`config.mk`:
```
export PLATFORM = sky130hd
export DESIGN_NAME = ctrl_pipe_fwd
export DESIGN_NICKNAME = d
export VERILOG_FILES = /design/src/rtl/ctrl_pipe_fwd.sv
export SDC_FILE = /design/constraint.sdc
export NUM_CORES = 1
export LEC_CHECK = 0
export BUFFER_PORTS_ARGS = -buffer_cell sky130_fd_sc_hd__clkbuf_2
export CORE_MARGIN = 5
export CORE_UTILIZATION = 51
export CTS_CLUSTER_DIAMETER = 60
export CTS_CLUSTER_SIZE = 25
export DETAILED_ROUTE_END_ITERATION = 12
export GPL_ROUTABILITY_DRIVEN = 1
export GPL_TIMING_DRIVEN = 0
export HOLD_SLACK_MARGIN = 0.02
export PLACE_DENSITY = 0.89
export SYNTH_ARGS = -nofsm -noshare
export SYNTH_HDL_FRONTEND = slang
export SYNTH_SLANG_ARGS = --single-unit
export TNS_END_PERCENT = 20
```
`constraint.sdc`:
```
create_clock -name clk -period 2.3 [get_ports clk]
set_input_delay 0.115 -clock clk [delete_from_list [all_inputs] [get_ports clk]]
set_output_delay 0.115 -clock clk [all_outputs]
set_load 0.01 [all_outputs]
```
`src/rtl/ctrl_pipe_fwd.sv`:
```
// ctrl_pipe_fwd: decodes one instruction per cycle into a 16-bit control word,
// carries control and register fields down an NSTAGE-deep pipeline, resolves
// RAW forwarding against older stages, stalls on multiply-use hazards and
// flushes on taken branches.
module ctrl_pipe_fwd #(
   parameter int OPW     = 4,
   parameter int RW      = 4,
   parameter int NSTAGE  = 3,
   parameter int MUL_LAT = 2,
   localparam int SW     = $clog2(NSTAGE),
   localparam int IW     = OPW + 3*RW,
   localparam int FW     = 3*RW
) (
   input  logic                 clk,
   input  logic                 rst,
   input  logic                 inst_valid,
   input  logic [IW-1:0]        inst,
   output logic                 inst_ready,
   input  logic                 br_taken,
   output logic [16*NSTAGE-1:0] ctrl_bus,
   output logic [FW*NSTAGE-1:0] regs_bus,
   output logic [SW-1:0]        fwd_a,
   output logic [SW-1:0]        fwd_b,
   output logic                 stall
);

   localparam int          CW     = (MUL_LAT > 1) ? $clog2(MUL_LAT) + 1 : 1;
   localparam logic [15:0] NOP_CW = 16'h0002;

   // Base control word for an opcode, with the opcode copied into [14:11].
   function automatic logic [15:0] decode(input logic [OPW-1:0] op);
      logic [3:0]  o4;
      logic [15:0] base;
      o4 = 4'(op);
      case (o4)
         4'd2, 4'd6, 4'd7, 4'd8, 4'd9, 4'd10: base = 16'h0116;
         4'd11:                              base = 16'h0096;
         4'd12:                              base = 16'h0047;
         4'd15:                              base = 16'h0506;
         default:                            base = 16'h0106;
      endcase
      return base | {1'b0, o4, 11'b0};
   endfunction

   // Immediate ops take ULA_B from the immediate path, so rt forwarding
   // must not override their ULA_B select.
   function automatic logic is_imm(input logic [OPW-1:0] op);
      logic [3:0] o4;
      o4 = 4'(op);
      case (o4)
         4'd2, 4'd6, 4'd7, 4'd8, 4'd9, 4'd10: return 1'b1;
         default:                            return 1'b0;
      endcase
   endfunction

   // A stage is a forwarding source only if it really writes a register.
   function automatic logic writes_reg(input logic [15:0] w);
      return w[8] && (w != 16'h0000) && (w != NOP_CW);
   endfunction

   logic [15:0]   ctrl_p [NSTAGE];
   logic [FW-1:0] regs_p [NSTAGE];
   logic [CW-1:0] stall_cnt;
   logic [CW-1:0] cnt_nxt;

   logic [OPW-1:0] in_op;
   logic [RW-1:0]  in_rs;
   logic [RW-1:0]  in_rt;
   logic [RW-1:0]  rd_p0;
   logic           is_nop;
   logic [SW-1:0]  fa;
   logic [SW-1:0]  fb;
   logic [15:0]    dec_ctrl;
   logic           mul_hit;
   logic           hazard;
   logic           load;

   assign in_op  = inst[IW-1 -: OPW];
   assign in_rs  = inst[2*RW-1:RW];
   assign in_rt  = inst[RW-1:0];
   assign rd_p0  = regs_p[0][FW-1 -: RW];
   assign is_nop = (inst == '0);

   // Forward-source search: nearest older stage that writes the source register.
   always_comb begin
      fa = '0;
      fb = '0;
      for (int k = NSTAGE-2; k >= 0; k--) begin
         if (writes_reg(ctrl_p[k]) && (regs_p[k][FW-1 -: RW] == in_rs)) fa = SW'(k+1);
         if (writes_reg(ctrl_p[k]) && (regs_p[k][FW-1 -: RW] == in_rt)) fb = SW'(k+1);
      end
      if (is_nop) begin
         fa = '0;
         fb = '0;
      end
   end

   // Decoded control word with forwarding patches for the ULA operand selects.
   always_comb begin
      dec_ctrl = decode(in_op);
      if (is_nop) begin
         dec_ctrl = NOP_CW;
      end else begin
         if (fa == SW'(1)) begin
            dec_ctrl[9] = 1'b1;
            dec_ctrl[2] = 1'b0;
         end
         if ((fb != '0) && !is_imm(in_op)) dec_ctrl[4:3] = 2'b11;
      end
   end

   // Multiply-use hazard detection, stall counter update and issue decision.
   always_comb begin
      mul_hit = (MUL_LAT > 1) && inst_valid && ctrl_p[0][10] &&
                ((in_rs == rd_p0) || (in_rt == rd_p0));
      hazard  = (stall_cnt != '0) || mul_hit;
      load    = inst_valid && !br_taken && !hazard;
      cnt_nxt = '0;
      if (br_taken)               cnt_nxt = '0;
      else if (stall_cnt != '0)   cnt_nxt = stall_cnt - CW'(1);
      else if (mul_hit)           cnt_nxt = (MUL_LAT > 1) ? CW'(MUL_LAT-2) : '0;
   end

   assign inst_ready = !rst && (br_taken || !hazard);

   // Control pipeline: shift every stage down, load stage 0 with decode or bubble.
   always_ff @(posedge clk) begin
      if (rst) begin
         for (int k = 0; k < NSTAGE; k++) begin
            ctrl_p[k] <= '0;
            regs_p[k] <= '0;
         end
         fwd_a     <= '0;
         fwd_b     <= '0;
         stall     <= 1'b0;
         stall_cnt <= '0;
      end else begin
         for (int k = 1; k < NSTAGE; k++) begin
            ctrl_p[k] <= ctrl_p[k-1];
            regs_p[k] <= regs_p[k-1];
         end
         if (load) begin
            ctrl_p[0] <= dec_ctrl;
            regs_p[0] <= inst[FW-1:0];
            fwd_a     <= fa;
            fwd_b     <= fb;
         end else begin
            ctrl_p[0] <= '0;
            regs_p[0] <= '0;
            fwd_a     <= '0;
            fwd_b     <= '0;
         end
         stall     <= hazard && !br_taken;
         stall_cnt <= cnt_nxt;
      end
   end

   // Flatten the stage arrays onto the output buses, stage k at slice k.
   always_comb begin
      ctrl_bus = '0;
      regs_bus = '0;
      for (int k = 0; k < NSTAGE; k++) begin
         ctrl_bus[16*k +: 16] = ctrl_p[k];
         regs_bus[FW*k +: FW] = regs_p[k];
      end
   end

endmodule

```
* Word-level counts from Yosys, hierarchy flattened *
Memory sizes are Yosys's and may differ from the RTL's.
Cells that the tools add are included.
Widths: inputs -> output; s select.

cells by class
  add/subtract/negate cells = 1
  equal/unequal tests = 15
  multiplexer cells = 33
  bitwise gates (word level) = 11
  reductions and logical operators = 30

operators by type and width
  operator             count
  $mux 16              4
  $mux 12              4
  $ne 16x2->1 const B  2
  $reduce_bool 16->1   2
  $eq 4x4->1           6
  $logic_not 16->1     1
  $mux 2               8
  $or 16x15->16        1
  $logic_and 1x1->1    15
  $mux 1               14
  $eq 4x4->1 const B   3
  $eq 4x3->1 const B   2
  $or 1x1->1           8
  $mux 6               1
  $reduce_or 6->1      1
  $eq 4x2->1 const B   1
  $logic_not 1->1      4
  $mux 4               1
  $reduce_bool 2->1    2
  $logic_or 1x1->1     3
  $mux 3               1
  $reduce_or 3->1      1
  $eq 2x1->1 const B   1
  $not 1->1            2
  other kinds (2)      2

word-level totals
  bits in registers = 7
  memory bits (writable) = 84
  bits in read-only memories = 96
  output and inout port bits = 90
  memories kept = 3

memories
  memory           words  bits a word  read ports  clocked after memory_dff  write ports  line  text
  (no name shown)  16     6            1           0                         0            35    case (o4)
  ctrl_p           3      16           3           0                         3            61    logic [15:0] ctrl_p [NSTAGE];
  regs_p           3      12           3           0                         3            62    logic [FW-1:0] regs_p [NSTAGE];

* Depth between registers and ports, before layout *
An unclocked memory read counts as a cell.

  depth in word-level cells = 14
  mapped depth = 6
  gate-level depth less buffers = 4

* Worst setup path after synthesis *
Ideal clock, no wire load.

  path kind = register to register
  from = mem regs_p[0][9] (netlist name)
  to = mem regs_p[0][10] (netlist name) (data pin)
  library setup time = 0.282 ns
  arrival = 1.477 ns
  setup slack = 0.542 ns
  cell stages (with the launch flop) = 6
  path buffers = 1
  cells stage by stage = edfxtp_1 -> xor2_1 -> nor4_2 -> o211a_4 -> buf_6 -> nor4b_2

RTL lines
  element      line
  from (decl)  62

==> qor.csv <==
stage,metric,value,unit
synthesis,ys.warnings.count,0,
sta,drv_slew,0,
sta,max_freq,0.453,GHz
place,hpwlAfterDp,5.84,mm
power_and_ir_drop,cellLeakagePower,2.09,nW
critical_path,critPathKind,flip-flop to output port,
clock_tree,cts_max_level,3,
critical_path,element_type_at_the_critical_path_start,flip-flop,
critical_path,cp-end-kind,output port,
place,dpl_worst_slack,337,ps
sta,finalClockSkew,8.48,ps
critical_path,critical_path_peak_fanout,10,
route,via_count,2467,
sta,setup_violations,0,
layout,multi_input_area,1310,sq um
floorplanning,die_height,93.7,um
global_route,grt_start_max_net_pins,15,
route,drt-wirelength-per-cell,13.9,um
route,final_wl,7.70,mm
clock_tree,clkSinkCount,82,
floorplanning,start_util,52.5,%
critical_path,list_of_cells_traversed_by_the_critical_path,xor2_1 -> nor4_2 -> buf_4 -> o211a_4 -> buf_6 -> o31ai_2 -> clkbuf_2,
sta,timing.final.ws_setup,92.5,ps
synthesis,synth_area_per_cell,14.0,sq um
clock_tree,clock_tree_from_tritoncts,yes,
synthesis,top_count_cell_post_synth,edfxtp_1,
clock_tree,clk_path_buf_depth,2,
floorplanning,die_w,93.7,um
sta,worst_slew_margin_relative_to_its_limit,52.3,%
sta,final_hold_violating_endpoints,0,
route,drt_drc_violations_left,0,
power_and_ir_drop,power_per_cell_area,652,nW/um^2
route,drt.antenna.violating_nets,0,
place,total_of_buffers_placed_on_input_and_output_ports,102,
global_route,global_route.overflow_total,0,
layout,seqCellArea,2390,sq um
floorplanning,die_ar,8770,sq um
sta,period_share,96.0,%
clock_tree,tritoncts.num_buffers,9,
sta,rsz0062_at_grt,false,
floorplanning,io_pins,110,
clock_tree,clkSlewWorstSetupHoldPaths,90,ps
power_and_ir_drop,finalPower,3.10,mW
global_route,via_count_of_the_first_global_routing_pass,2470,
place,globalplace.congestion,0.894,
status,run_status,finished clean,
floorplanning,placement_rows,30,
layout,syn_to_final_growth,33.3,%
place,placedInstanceArea,4500,sq um
layout,finalNetCount,472,
power_and_ir_drop,ir_drop,0.309,mV
critical_path,worstPathRequired,2180,ps
synthesis,synth.top_cells.by_area,"edfxtp_1 63%, nor2b_1 8.6%, dfxtp_1 3.9%, xor2_1 3.2%, nor4_1 2.6%",
sta,whs,136,ps
sta,final.min_clock_period,2210,ps
global_route,grt_antenna_before_repair,0,
sta,worst_pin_slew,715,ps
global_route,grt_util_all_layers,17.9,%
floorplanning,core-area,6790,sq um
layout,antenna_cells,0,
synthesis,dominantRegCellSynth,edfxtp_1,
synthesis,synth.largest_area_cell,edfxtp_1,
critical_path,timing.critical_path.slowest_cell_delay,490,ps
synthesis,netlist_instances,255,
layout,finish.cell_count_without_fillers,552,
route,drt_iter0_drc,119,
layout,utilization,70.1,%
synthesis,synthDistinctLibCells,36,
critical_path,timing.critical_path.arrival,2090,ps
sta,finalSetupTns,0,ps
global_route,grt_first_pass_wirelength,11.8,mm
synthesis,post_synth_instance_area,3570,sq um
synthesis,synth_seq_cells,82,
synthesis,post-synth-top-area-fraction,63.1,%
clock_tree,clock_root_cell,clkbuf_8,
synthesis,synth_common_cells,"75 x edfxtp_1, 49 x nor2b_1, 16 x inv_1, 15 x nor4_1, 13 x xor2_1",
layout,post_route_cells_drive_above_1_share,32.9,%
synthesis,post_synth_edffs,75,
run,max-cap-violations,0,
min_path,timing.hold.worst.class,primary input to flip-flop,
synthesis,yosysSeqAreaShare,67.0,%
route,vias_per_cell,4.47,
synthesis,asyncSetResetFlopFracSynth,0,%
layout,n_fill_cell,489,
clock_tree,worst_skew_pair.late_latency,350,ps
layout,finish.instance_area,4760,sq um
place,placed_cells_incl_taps,532,
route,number_of_iterations_in_the_first_detailed_routing_pass,4,
critical_path,crit_path_top_delay_cell,edfxtp_1,
## registers in the layout (all words and copies together) (netlist names)
register   flops
ctrl_p        39
regs_p        36
fwd_a          2
fwd_b          2
stall_cnt      2
stall          1
## report_power, final
part / internal [mW] / switching (mW)
sequential: 1.70 / 0.0367
clock: 0.504 / 0.535
combinational: 0.127 / 0.195
## per-layer routing
layer | vias up | GRT usage (%) | share of wire, %
met2 | 94 | 31.9 | 53
met5 | - | 0 | 0
met1 | 1144 | 20.2 | 38
met4 | 0 | 8.54 | 2.1
met3 | 14 | 3.93 | 6.7
li1 | 1215 | - | -
## kinds of logic (layout without fill, tap and decap cells)
| group | after synthesis | after routing | synth area share [%] |
|---|---|---|---|
| and+or+nand+nor | 106 | 106 | 20.5 |
| DFF | 82 | 82 | 67.0 |
| buffers and inverters | 38 | 160 | 5.61 |
| xor gates and xnor gates | 16 | 16 | 3.93 |
| AOI/OAI and AO/OA | 10 | 10 | 2.42 |
| other | 2 | 81 | 0.210 |
| adders and majority gates | 1 | 1 | 0.350 |
## area by class of cell
class                           instances  share of cell area (%)
Sequential cell                        82                    50.3
Multi-Input combinational cell        214                    27.5
Buffer                                 22                    2.94
Timing Repair Buffer                  106                    11.4
Clock inverter                          6                    1.39
Tap cell                               96                    2.52
Clock buffer                           10                    2.68
Inverter                               16                    1.26
## cell usage in the layout, fill, tap and decap left out, types with 3 or more instances in the layout
master / synthesis / routed
clkbuf_2: 0 / 102
nor2b_1: 49 / 49
nor4_2: 6 / 5
inv_1: 16 / 16
edfxtp_1: 75 / 75
nand4_1: 3 / 3
clkbuf_1: 9 / 10
nor3_1: 7 / 7
dfxtp_1: 7 / 7
xor2_2: 0 / 3
xor2_1: 13 / 10
nand3_1: 3 / 3
nor2_1: 5 / 5
clkbuf_8: 0 / 9
buf_6: 3 / 3
xnor2_1: 3 / 3
nand2_1: 7 / 7
nor4_1: 15 / 15
nor4b_2: 4 / 4
buf_4: 9 / 12
conb_1: 2 / 81
## timing repair
action	CTS	global route
hold buffers	1	0
setup buffers	0	3
endpoints found under the setup margin	0	1
hold endpoints to repair	2	0
resized for setup	0	5
## path summary, 6_finish.rpt
| kind | endpoint | startpoint | cells past startpoint | slack, ps |
|---|---|---|---|---|
| worst max-delay path | inst_ready | regs_p[0][10]$_SDFFCE_PP0P_ | 7 | 90 |
| worst min-delay path | regs_p[0][11]$_SDFFCE_PP0P_ | inst[11] | 2 | 140 |
| worst max register to register | regs_p[0][10]$_SDFFCE_PP0P_ | regs_p[0][8]$_SDFFCE_PP0P_ | 6 | 440 |
| worst min register to register | stall_cnt[0]$_SDFF_PP0_ | stall_cnt[0]$_SDFF_PP0_ | 1 | 430 |
## critical path: cells and delay by family, from the launching register on
family                    cells  cell delay (ps)
and+or+nand+nor               1               60
buffers and inverters         3              480
AOI/OAI and AO/OA             2              450
DFF                           1              490
xor gates and xnor gates      1              260
No activity file was read; power rests on OpenSTA's default activity.
